===== src/rtl/ins_mem_loader.sv =====
// Instruction-memory programming controller.
// Assembles a little-endian byte stream into instruction words, writes them
// sequentially from word 0, stalls the processor while loading, and muxes the
// instruction-memory address between the loader and the processor PC.
module ins_mem_loader #(
  parameter  int INSTRUCTION_WIDTH = 32,
  parameter  int MEMORY_DEPTH      = 256,
  parameter  int PC_WIDTH          = 32,
  localparam int ADDRESS_WIDTH     = $clog2(MEMORY_DEPTH)
) (
  input  logic                         clk,
  input  logic                         rst,
  input  logic                         start,
  input  logic [ADDRESS_WIDTH:0]       word_count,
  input  logic [7:0]                   byte_in,
  input  logic                         byte_valid,
  output logic                         byte_ready,
  input  logic [PC_WIDTH-1:0]          pc_address,
  output logic [PC_WIDTH-1:0]          mem_address,
  output logic                         mem_wr_en,
  output logic [INSTRUCTION_WIDTH-1:0] mem_wr_data,
  output logic                         cpu_stall,
  output logic                         busy,
  output logic                         done
);

  localparam int BYTES = INSTRUCTION_WIDTH / 8;
  localparam int BCW   = (BYTES > 1) ? $clog2(BYTES) : 1;
  localparam int BSH   = $clog2(BYTES);

  localparam logic [ADDRESS_WIDTH:0] DEPTH_CNT = (ADDRESS_WIDTH + 1)'(MEMORY_DEPTH);
  localparam logic [BCW-1:0]         LAST_BYTE = BCW'(BYTES - 1);

  typedef enum logic [1:0] {
    S_IDLE,
    S_COLLECT,
    S_WRITE,
    S_DONE
  } state_t;

  state_t                       r_state;
  logic [BCW-1:0]               r_byte_cnt;
  logic [ADDRESS_WIDTH-1:0]     r_word_idx;
  logic [ADDRESS_WIDTH:0]       r_count;
  logic [INSTRUCTION_WIDTH-1:0] r_buf;

  logic [ADDRESS_WIDTH:0]       w_start_count;
  logic                         w_last_word;
  logic [PC_WIDTH-1:0]          w_ldr_addr;

  // Saturate a requested word count to the memory depth so the write
  // address can never wrap back over already-loaded words.
  function automatic logic [ADDRESS_WIDTH:0] clamp_count(input logic [ADDRESS_WIDTH:0] n);
    if (n > DEPTH_CNT) begin
      clamp_count = DEPTH_CNT;
    end else begin
      clamp_count = n;
    end
  endfunction

  assign w_start_count = clamp_count(word_count);
  assign w_last_word   = ({1'b0, r_word_idx} == (r_count - 1'b1));
  assign w_ldr_addr    = PC_WIDTH'(r_word_idx) << BSH;

  // Load sequencer: collect BYTES bytes, spend one cycle writing, repeat.
  always_ff @(posedge clk or posedge rst) begin
    if (rst) begin
      r_state    <= S_IDLE;
      r_byte_cnt <= '0;
      r_word_idx <= '0;
      r_count    <= '0;
      r_buf      <= '0;
    end else begin
      case (r_state)
        S_IDLE: begin
          if (start) begin
            r_count    <= w_start_count;
            r_word_idx <= '0;
            r_byte_cnt <= '0;
            r_state    <= (w_start_count == '0) ? S_DONE : S_COLLECT;
          end
        end
        S_COLLECT: begin
          if (byte_valid) begin
            r_buf[{r_byte_cnt, 3'b000} +: 8] <= byte_in;
            if (r_byte_cnt == LAST_BYTE) begin
              r_byte_cnt <= '0;
              r_state    <= S_WRITE;
            end else begin
              r_byte_cnt <= r_byte_cnt + 1'b1;
            end
          end
        end
        S_WRITE: begin
          if (w_last_word) begin
            r_state <= S_DONE;
          end else begin
            r_word_idx <= r_word_idx + 1'b1;
            r_state    <= S_COLLECT;
          end
        end
        S_DONE: begin
          r_state <= S_IDLE;
        end
        default: begin
          r_state <= S_IDLE;
        end
      endcase
    end
  end

  // Outputs are straight decodes of the registered state; the address mux
  // hands the memory back to the processor only while idle.
  always_comb begin
    byte_ready  = (r_state == S_COLLECT);
    mem_wr_en   = (r_state == S_WRITE);
    done        = (r_state == S_DONE);
    cpu_stall   = (r_state != S_IDLE);
    busy        = (r_state != S_IDLE);
    mem_wr_data = r_buf;
    mem_address = (r_state == S_IDLE) ? pc_address : w_ldr_addr;
  end

endmodule


===== config.mk =====
export PLATFORM = sky130hd
export DESIGN_NAME = ins_mem_loader
export DESIGN_NICKNAME = d
export VERILOG_FILES = /design/src/rtl/ins_mem_loader.sv
export SDC_FILE = /design/constraint.sdc
export NUM_CORES = 1
export LEC_CHECK = 0
export CAP_MARGIN = 5
export CORE_MARGIN = 1.5
export CORE_UTILIZATION = 36
export CTS_BUF_LIST = sky130_fd_sc_hd__clkbuf_4 sky130_fd_sc_hd__clkbuf_8
export DETAILED_ROUTE_END_ITERATION = 8
export PLACE_DENSITY_LB_ADDON = 0.05
export RECOVER_POWER = 100
export SLEW_MARGIN = 20
export SYNTH_ARGS = -nofsm -noshare
export SYNTH_HDL_FRONTEND = slang
export SYNTH_SLANG_ARGS = --single-unit
export TNS_END_PERCENT = 30

===== constraint.sdc =====
create_clock -name clk -period 2.27 [get_ports clk]
set_clock_uncertainty 0.15 [all_clocks]
set_input_delay 0.5675 -clock clk [delete_from_list [all_inputs] [get_ports clk]]
set_output_delay 0.5675 -clock clk [all_outputs]
set_load 0.005 [all_outputs]

# After elaboration in Yosys (flattened, before gate mapping)

Cells that the tools add are included.

Magnitude comparators: 1
Shift-type cells: 2
Reductions and logical operators: 10
Eq/ne operators: 9
Add/subtract/negate cells: 4
Muxes and demuxes: 16

Operators by type and width:

| kind                   | count |
|---|---|
| $bwmux 32              | 1 |
| $mux 32                | 1 |
| $shift 8x7->32 const A | 1 |
| $shiftx 8x7->32        | 1 |
| $mux 2                 | 8 |
| $mux 8                 | 2 |
| $pmux 8 s2             | 1 |
| $eq 8x9->1             | 1 |
| $gt 9x9->1 const B     | 1 |
| $logic_not 9->1        | 1 |
| $mux 9                 | 1 |
| $reduce_and 3->1       | 3 |
| $sub 9x1->9 const B    | 1 |
| $add 8x1->8 const B    | 1 |
| $pmux 2 s4             | 1 |
| $neg 5->7              | 1 |
| $eq 2x2->1 const B     | 3 |
| $ne 2x2->1 const B     | 3 |
| $reduce_bool 2->1      | 3 |
| $pmux 2 s2             | 1 |
| $reduce_and 2->1       | 2 |
| $add 2x1->2 const B    | 1 |
| $eq 2x1->1 const B     | 1 |
| $logic_not 2->1        | 1 |
| $ne 2x1->1 const B     | 1 |

Input bits: 53
Bits in registers: 53
Output and inout port bits: 69

# Logic depth before layout (Yosys ltp)

Word-level depth: 6
Depth in mapped cells: 10
Gate-level depth less buffers: 9

# Worst setup path before layout

Ideal clock, no wire load.

Path type: register to register
Start: register r_count[0]
End: register r_word_idx[3]
Arrival: 2008 ps
Stages on the path, launching flop included: 10
Data required time: 2042 ps
Clock period less this slack: 2236 ps
Buffers on the path: 0
Slack: 34 ps
Cells stage by stage: dfrtp_1 -> inv_1 -> ha_1 -> nor3b_1 -> o2bb2ai_1 -> nand2_1 -> nor2_1 -> nor3_2 -> or4_1 -> a21oi_1

Word-level cells in the longest chain between the ends: 4

RTL lines:

| item                       | RTL line | RTL |
|---|---|---|
| from (decl)                | 44       | `logic [ADDRESS_WIDTH:0] r_count;` |
| from (signal assigned)     | 77       | `r_count <= w_start_count;` |
| $sub 9x1->9                | 62       | `assign w_last_word = ({1'b0, r_word_idx} == (r_count - 1'b1));` |
| $eq 8x9->1                 | 62       |  |
| $ne 2x2->1 (no line)       | -        |  |
| $reduce_and 3->1 (no line) | -        |  |
| to (signal assigned)       | 98       | `r_word_idx <= r_word_idx + 1'b1;` |
| to (decl)                  | 43       | `logic [ADDRESS_WIDTH-1:0] r_word_idx;` |

Every way passes these cells.
A chain may end at the register's enable or synchronous reset.

# Worst setup path after layout

Start: register r_count[1]
End: register r_word_idx[3]

The elaborated chain is that of the path after synthesis.

==> flow_summary_export.csv <==
group,metric,value,unit
floorplan,start_util,37.7,%
synth,synth-compound-area-share,13.3,%
timing,slew_headroom,11.6,%
placement,pre_cts_ws,-0.176,ns
drt,drt_wl_total,8180,um
final_layout,n_antenna_cell,0,
floorplan,rows,32,
worst_setup_path,r2r_end,"r_word_idx[3]",
worst_setup_path,startpoint_type,"register",
worst_setup_path,path_buf_inv,1,
worst_setup_path,path_max_fanout,13,
worst_setup_path,critPathTopFamily,"simple AND/OR/NAND/NOR gates",
worst_setup_path,worstPathRequired,2.36,ns
floorplan,die_h,93.6,um
floorplan,core_area,7850,um^2
hold_path,hold_path_end,"mem_wr_data[1]",
clock_network,cts_tree,"yes",
synth,yosys-top-cells-area,"dfrtp_1, nand2_1, o21ai_0, and2_1, mux2_2",
synth,synthTopCellsByCount,"nand2_1, dfrtp_1, o21ai_0, and2_1, clkbuf_1",
synth,synth_mux_area_share,3.77,%
synth,yosysMostFrequentCell,"nand2_1",
placement,portBuffers,121,
synth,synth-seq-area-share,44.9,%
worst_setup_path,path_cells,"or4_4, o221ai_2, nand2_2, a31oi_4, nor3_4, buf_12, or4_4, a21oi_2",
floorplan,die_x,93.6,um
timing,slew_violations,0,
drt,avgViaCountPerCell,4.86,
drt,vias,2895,
global_routing,grt_antenna_before_repair,0,
synth,synth_fa_ha_area_share,3.39,%
placement,post-dp-hpwl,6130,um
synth,synth_edf_count,0,
worst_setup_path,critPathMaxStageDelay,0.54,ns
worst_setup_path,rr_startpoint,"r_count[1]",
status,run_status,"finished, violations left",
timing,setup-tns-final,-0.485,ns
final_layout,multi_input_area,1630,um^2
global_routing,grt_pass1_vias,2762,
worst_setup_path,cp_slowest_cell,"or4_4",
timing,rsz0062_at_grt,"yes",
drt,ant_nets,0,
pwr,leakagePower,2.40,nW
pwr,power,4.80,mW
global_routing,grt_start_max_net_pins,54,
synth,syn_area_per_cell,8.69,um^2
synth,async_reset_ff_share,100,%
hold_path,min_from,"mem_wr_data[1]",
worst_setup_path,cpMostUsedCell,"or4_4",
synth,synth_top_cell_area_share,44.9,%
synth,synth_top_family_by_area,"simple AND/OR/NAND/NOR gates",
timing,period_minus_slack,2.44,ns
synth,syn_area,2960,um^2
final_layout,fin_util,60.1,%
synth,yosysTopAreaCell,"dfrtp_1",
final_layout,drive_gt1_share,17.6,%
clock_network,clk_pin_slew,0.11,ns
clock_network,clkSinkCount,53,
final_layout,fillers,729,
drt,drt-initial-drc-count,113,
clock_network,clockBufferDepth,2,
final_layout,area_growth,59.6,%
hold_path,min_path_cells,2,
synth,yosys_warnings,0,
status,violations,"setup timing",
timing,finalWorstSetupSlack,-0.170,ns
timing,tightest_slew,1.33,ns
synth,synth_cell_type_count,42,
synth,synth-xor-area-share,2.07,%
pwr,powerDensity,1020,nW/um^2
hold_path,hold_class,"register to register",
final_layout,ff_latch_area,1330,um^2
floorplan,dieArea,8760,um^2
clock_network,clock_latency,0.31,ns
timing,fmax,410,MHz
worst_setup_path,cp-end-kind,"register",
timing,final_hold_viol_count,0,
clock_network,cts_root_buffer,"clkbuf_8",
worst_setup_path,r2r_slack,-0.17,ns
flow_run,maxCapViolations,0,
drt,drcViolationCount,0,
global_routing,grt_first_pass_wirelength,13100,um
drt,avgRoutedWirePerCell,13.7,um
synth,synth-simple-area-share,29.1,%
timing,fin_crit_sh,108,%
worst_setup_path,reg2regPathDepth,8,
synth,ys_seq_elements,53,
synth,synthFlopType,"dfrtp_1",
synth,synth_cells,340,
global_routing,grtUsageTotal,18.9,%
worst_setup_path,crit_type,"register to register",
clock_network,cts_buffers,5,
final_layout,layout.nets,554,
timing,setup_violations,12,
floorplan,ios,122,
drt,drt_pass1_iterations,4,
global_routing,grt_overflow,0,
worst_setup_path,arrival,2.53,ns
placement,gp_congestion,0.812,
pwr,ir_worst_vdd,376,uV
synth,synth_fp_nets,401,
clock_network,htreeDepth,2,
-- power by group --
| part | switching [mW] | internal, mW | leakage (nW) | total [mW] |
|---|---|---|---|---|
| registers | 0.282 | 1.27 | 0.716 | 1.55 |
| clock network | 0.341 | 0.254 | 0.0518 | 0.596 |
| logic | 1.19 | 1.46 | 1.63 | 2.65 |
-- worst max path at each step --
stage,from,end,slack [ns],depth (start not counted)
finish,r_count[1],r_word_idx[3],-0.17,8
global placement,r_count[1],r_word_idx[3],-0.12,8
global route,r_count[1],r_word_idx[4],-0.23,8
floorplan,r_count[0],r_word_idx[3],0.03,9
detailed placement,r_count[1],r_word_idx[3],-0.18,8
CTS,r_state[0],mem_address[12],-0.20,4
-- through the flow --
| stage | hold WS [ns] | cells | cell area (um^2) |
|---|---|---|---|
| floorplan | 0.323 | 340 | 2960 |
| global placement | 0.312 | 584 | 4530 |
| detailed placement | 0.323 | 584 | 4530 |
| CTS | 0.348 | 593 | 4660 |
| global route | 0.360 | 596 | 4720 |
| finish | 0.337 | 596 | 4720 |
-- registers in the layout, indices dropped and copies added, names as in the netlist --
signal and cells:
mem_wr_data 32, r_count 9, r_word_idx 8, r_byte_cnt 2, r_state 2
-- per-layer routing --
metal  track usage, %  up-vias  wire, um
li1                 -     1458         -
met1             26.6     1318      3710
met2             29.6      113      3680
met3             4.55        6       730
met4             3.73        0        65
met5                0        -         0
-- layout make-up --
class,instances,share of cell area (%)
timing repair buffer,162,31.9
inverter,8,0.637
multi-input combinational,263,34.5
sequential,53,28.1
clock buffer,6,1.75
clock inverter,2,0.371
tap,102,2.71
-- cells by family (layout without fill, tap and decap cells) --
logic type | count (synthesis) | count (layout)
and+or+nand+nor | 172 | 172
AOI/OAI and AO/OA | 66 | 66
DFF | 53 | 53
buffers and inverters | 24 | 178
muxes | 10 | 10
adders and majority gates | 8 | 8
xor gates and xnor gates | 7 | 7
-- placed cells by master (no fill, tap or decap), drive strengths merged, types with 5 or more instances in the layout --
master         count
a21oi              5
buf               30
clkbuf            30
nand2b            10
nor2              10
and2              28
o31ai              7
nor3               6
o21ai             45
mux2               9
inv                8
ha                 8
nor4               5
dlygate4sd3       33
nand3              5
nand2             86
dfrtp             53
clkdlybuf4s50     51
xnor2              5
nor3b              5
dlymetal6s2s      20
-- what timing repair did --
item,in CTS,in global routing
gates resized for setup,32,64
hold endpoints to repair,0,0
setup endpoints to repair,42,43
setup buffers,1,4
pin swaps,5,4
hold buffers,0,0
-- worst min-delay path: stages (launching register included) --
cell and delay [ns]:
dfrtp_1 0.36, nand2_1 0.04, o21ai_0 0.06
(Power assumes the default switching activity.)
==> edit 1: new RTL, config.mk and constraints unchanged <==
Re-encode `state_t` (4 states) as one-hot, 4 bits wide.
--- a/src/rtl/ins_mem_loader.sv
+++ b/src/rtl/ins_mem_loader.sv
@@ -31,11 +31,11 @@
   localparam logic [ADDRESS_WIDTH:0] DEPTH_CNT = (ADDRESS_WIDTH + 1)'(MEMORY_DEPTH);
   localparam logic [BCW-1:0]         LAST_BYTE = BCW'(BYTES - 1);
 
-  typedef enum logic [1:0] {
-    S_IDLE,
-    S_COLLECT,
-    S_WRITE,
-    S_DONE
+  typedef enum logic [3:0] {
+    S_IDLE    = 4'b0001,
+    S_COLLECT = 4'b0010,
+    S_WRITE   = 4'b0100,
+    S_DONE    = 4'b1000
   } state_t;
 
   state_t                       r_state;
Function: same outputs for any inputs over 10 cycles, from zero or initial values and one cycle with rst high; not proved beyond that.
==> edit 1 against the original RTL <==
- largest cell class unchanged
- fmax shrank 4.8%
- synthesized cell count grew 2.1%
- cell area grew 4.5%
- critical endpoint is now mem_address[4]
- power shrank 2.4%
- the run still ends with setup timing left
- area after synthesis grew 3.4%
- worst setup slack lost 120 ps
- highest routed layer unchanged
- hold slack lost 8.6 ps
- routed wire length shrank 1.5%
- sequential cell count grew 2
==> edit 1: results (changes against the original RTL) <==
* Comb_multi_in at 270 (was 263)
* Register area at 0.00138 mm^2 (was 0.00133 mm^2)
* Post-Synth XOR/XNOR Area at 0.0287 (was 0.0207)
* Post-Synth Adder-Cell Area at 0.0327 (was 0.0339)
* Final wirelength at 8060 um (was 8180 um)
* Worst IR Drop VDD at 0.552 mV (was 0.376 mV)
* HPWL Detailed at 6220 um (was 6130 um)
* Dpl cells at 596 (was 584)
* Post-synth top cells: nand2_1, dfrtp_1, o21ai_0, and2_1, nand2b_1 (was nand2_1, dfrtp_1, o21ai_0, and2_1, clkbuf_1)
* Gate Count Post-Synth at 347 (was 340)
* Layout cell share with drive strength beyond 1 at 0.256 (was 0.176)
* Routability congestion estimate at 0.778 (was 0.812)
* Fraction of area in multi-input gates at 0.349 (was 0.345)
* Crit path max-delay cell type: dfstp_2 (was or4_4)
* Worst Setup EP: mem_address[4] (was r_word_idx[3])
* Status: complete, but fails checks (unchanged)
* R2r setup slk at 20 ps (was -170 ps)
* Final setup fails at 35 (was 12)
* Syn_nets at 408 (was 401)
* First-pass GRT wire length at 12,800 um (was 13,100 um)
* Violated checks: setup timing (unchanged)
* Vias in the first global route at 2,780 (was 2,762)
* Post-synthesis sequential area ratio at 0.451 (was 0.449)
* Area fraction in compound gates after synthesis at 0.121 (was 0.133)
* Max_slew headroom at 0.0876 (was 0.116)
* Setup WS post-layout at -293 ps (was -170 ps)
* Hold endpoint: mem_wr_data[25] (was mem_wr_data[1])
* Largest net degree at the start of global routing at 56 (was 54)
* CTS Sinks at 55 (was 53)
* Reg2reg start: r_state[3] (was r_count[1])
edit 1: cell count changes after synthesis, moves of 3 or more:
cell | before | now
mux2i_1 | 1 | 7
nand2_1 | 85 | 91
o31ai_1 | 7 | 2
xor2_1 | 2 | 7
a21oi_1 | 5 | 9
buf_2 | 0 | 4
clkbuf_1 | 14 | 10
nand2b_1 | 10 | 14
nand4_1 | 1 | 5
and2_1 | 28 | 25
edit 1: logic make-up (layout without fill, tap and decap cells):
family          Yosys count  count (layout)
fa+ha+maj                 8               8
flops                    55              55
xor+xnor                 10              10
buf+inv                  22             183
simple gates            171             171
compound gates           64              64
mux                      17              17
edit 1: report_power, final:
group	total, mW	switching [mW]	internal (mW)
registers	1.31	0.152	1.16
logic	2.80	1.20	1.60
clock network	0.577	0.327	0.250
edit 1: metal layers:
layer  GRT usage  vias up
met3      0.0311        4
met1       0.219     1359
li1            -     1493
met5           0        -
met2       0.324       67
met4      0.0386        0
edit 1: timing repair:
item                       4_1_cts  5_1_grt
gates cloned                     1        0
setup endpoints to repair       38       73
gates resized for setup        168       39
hold endpoints to repair         0        0
setup buffers                    7        1
pin swaps                       15        6
edit 1: per-stage QoR:
step	instance area (um^2)	setup TNS, ps	hold WS (ps)	power, mW
4_1_cts	4860	-7200	343	4.60
5_1_grt	4930	-20410	354	5.06
3_3_place_gp	4670	-6160	312	3.75
6_report	4930	-6370	329	4.69
3_5_place_dp	4670	-7050	319	3.79
2_1_floorplan	3090	0	323	2.59
edit 1: worst reg2reg max path: cells and delay by family (launching register included):
family	cells	cell delay [ps]
flip-flops	1	430
AND/OR/NAND/NOR	3	960
buffers and inverters	3	460
AO/OA/AOI/OAI	1	180
==> edit 2: new RTL, same settings <==
Without the edit above. Change the parameter `PC_WIDTH` from 32 to 64.
--- a/src/rtl/ins_mem_loader.sv
+++ b/src/rtl/ins_mem_loader.sv
@@ -5,7 +5,7 @@
 module ins_mem_loader #(
   parameter  int INSTRUCTION_WIDTH = 32,
   parameter  int MEMORY_DEPTH      = 256,
-  parameter  int PC_WIDTH          = 32,
+  parameter  int PC_WIDTH          = 64,
   localparam int ADDRESS_WIDTH     = $clog2(MEMORY_DEPTH)
 ) (
   input  logic                         clk,
Ports: changed (resized mem_address and pc_address); port bits go from 122 to 186. The function was not compared with the original's and may differ.
==> edit 2 against the original RTL <==
- the run still ends with setup timing left
- first-iteration DRC count is 12% lower
- register-to-register slack gained 100 ps
- sequential cell count is the same
- area after synthesis increased by 6.4%
- final cell count grew 18%
- cell area rose by 16%
- global-route usage increased by 3.9 points
- sequential share of layout area shrank 4.0 points
- worst setup slack improved by 87 ps
- critical path depth down 2
- count of clock-buffer cells in the layout down 1
- power rose by 13%
- utilization increased by 5.7 points
- routed wire length grew 34%
==> edit 2: results (changes against the original RTL) <==
* Status: complete, but fails checks (unchanged)
* Violated checks: setup timing (unchanged)
* Iteration-0 DRC Markers at 100 (was 113)
* Critical path peak fanout at 5 (was 13)
* Hold_sp: mem_wr_data[21] (was mem_wr_data[1])
* First-pass GRT wire length at 15,900 um (was 13,100 um)
* Final wirelength at 10,900 um (was 8180 um)
* Met3 WL at 809 um (was 730 um)
* Register share of total power at 0.286 (was 0.323)
* NetSw at 2.08 mW (was 1.81 mW)
* P per Cell Area at 991 mW/mm^2 (was 1020 mW/mm^2)
* Vias in the first global route at 3,179 (was 2,762)
* # Post-CTS Setup Buffers at 12 (was 1)
* WL/cell at 15.5 um (was 13.7 um)
* Final Hold Slack at 330 ps (was 337 ps)
* Distinct cells, synth at 41 (was 42)
* R2r setup slk at -70 ps (was -170 ps)
* DRT met1 WL at 4310 um (was 3710 um)
* Number of port buffers at 185 (was 121)
* Worst R2R Path Depth at 11 (was 8)
* Worst IR Drop VDD at 0.542 mV (was 0.376 mV)
* Clk pwr share at 0.098 (was 0.124)
* Avg Cell Area, Syn at 8.36 um^2 (was 8.69 um^2)
* Routed wl met2 at 5730 um (was 3680 um)
* Routability congestion estimate at 0.802 (was 0.812)
* Overall global routing resource usage at 0.227 (was 0.189)
* Final setup fails at 14 (was 12)
* Setup WS post-layout at -83.2 ps (was -170 ps)
* Layout cell share with drive strength beyond 1 at 0.270 (was 0.176)
* Hold endpoint: mem_wr_data[21] (was mem_wr_data[1])
* Largest net degree at the start of global routing at 20 (was 54)
* Ranking of synthesized cells by area: dfrtp_1, and2_1, nand2_1, o21ai_0, mux2_2 (was dfrtp_1, nand2_1, o21ai_0, and2_1, mux2_2)
* Worst Setup EP: mem_address[3] (was r_word_idx[3])
* Post-synth top cells: nand2_1, and2_1, dfrtp_1, o21ai_0, clkbuf_1 (was nand2_1, dfrtp_1, o21ai_0, and2_1, clkbuf_1)
* LEAKAGE at 2.55 nW (was 2.40 nW)
* HPWL Detailed at 8500 um (was 6130 um)
[edit 2: kinds of logic after synthesis]
kind of cell,share of synthesized area
AOI/OAI and AO/OA,0.121
DFF,0.422
xor gates and xnor gates,0.0195
buffers and inverters,0.0350
muxes,0.0354
and+or+nand+nor,0.336
adders and majority gates,0.0318
[edit 2: worst max-delay path, delay by kind of cell, from the launching register on]
family / cells / cell delay (ps)
buf+inv: 4 / 440
simple gates: 1 / 170
flops: 1 / 420
mux: 1 / 290
[edit 2: cell type report]
cell class / count / area (um^2)
tap: 105 / 131
timing repair buffer: 236 / 2020
sequential: 53 / 1330
multi-input combinational: 295 / 1900
fill: 727 / 2850
inverter: 8 / 30.0
clock buffer: 5 / 68.8
clock inverter: 2 / 16.3
[edit 2: per-layer routing]
layer | vias up | track usage
li1 | 1708 | -
met5 | - | 0
met1 | 1597 | 0.270
met4 | 0 | 0.0471
met2 | 117 | 0.425
met3 | 8 | 0.0430
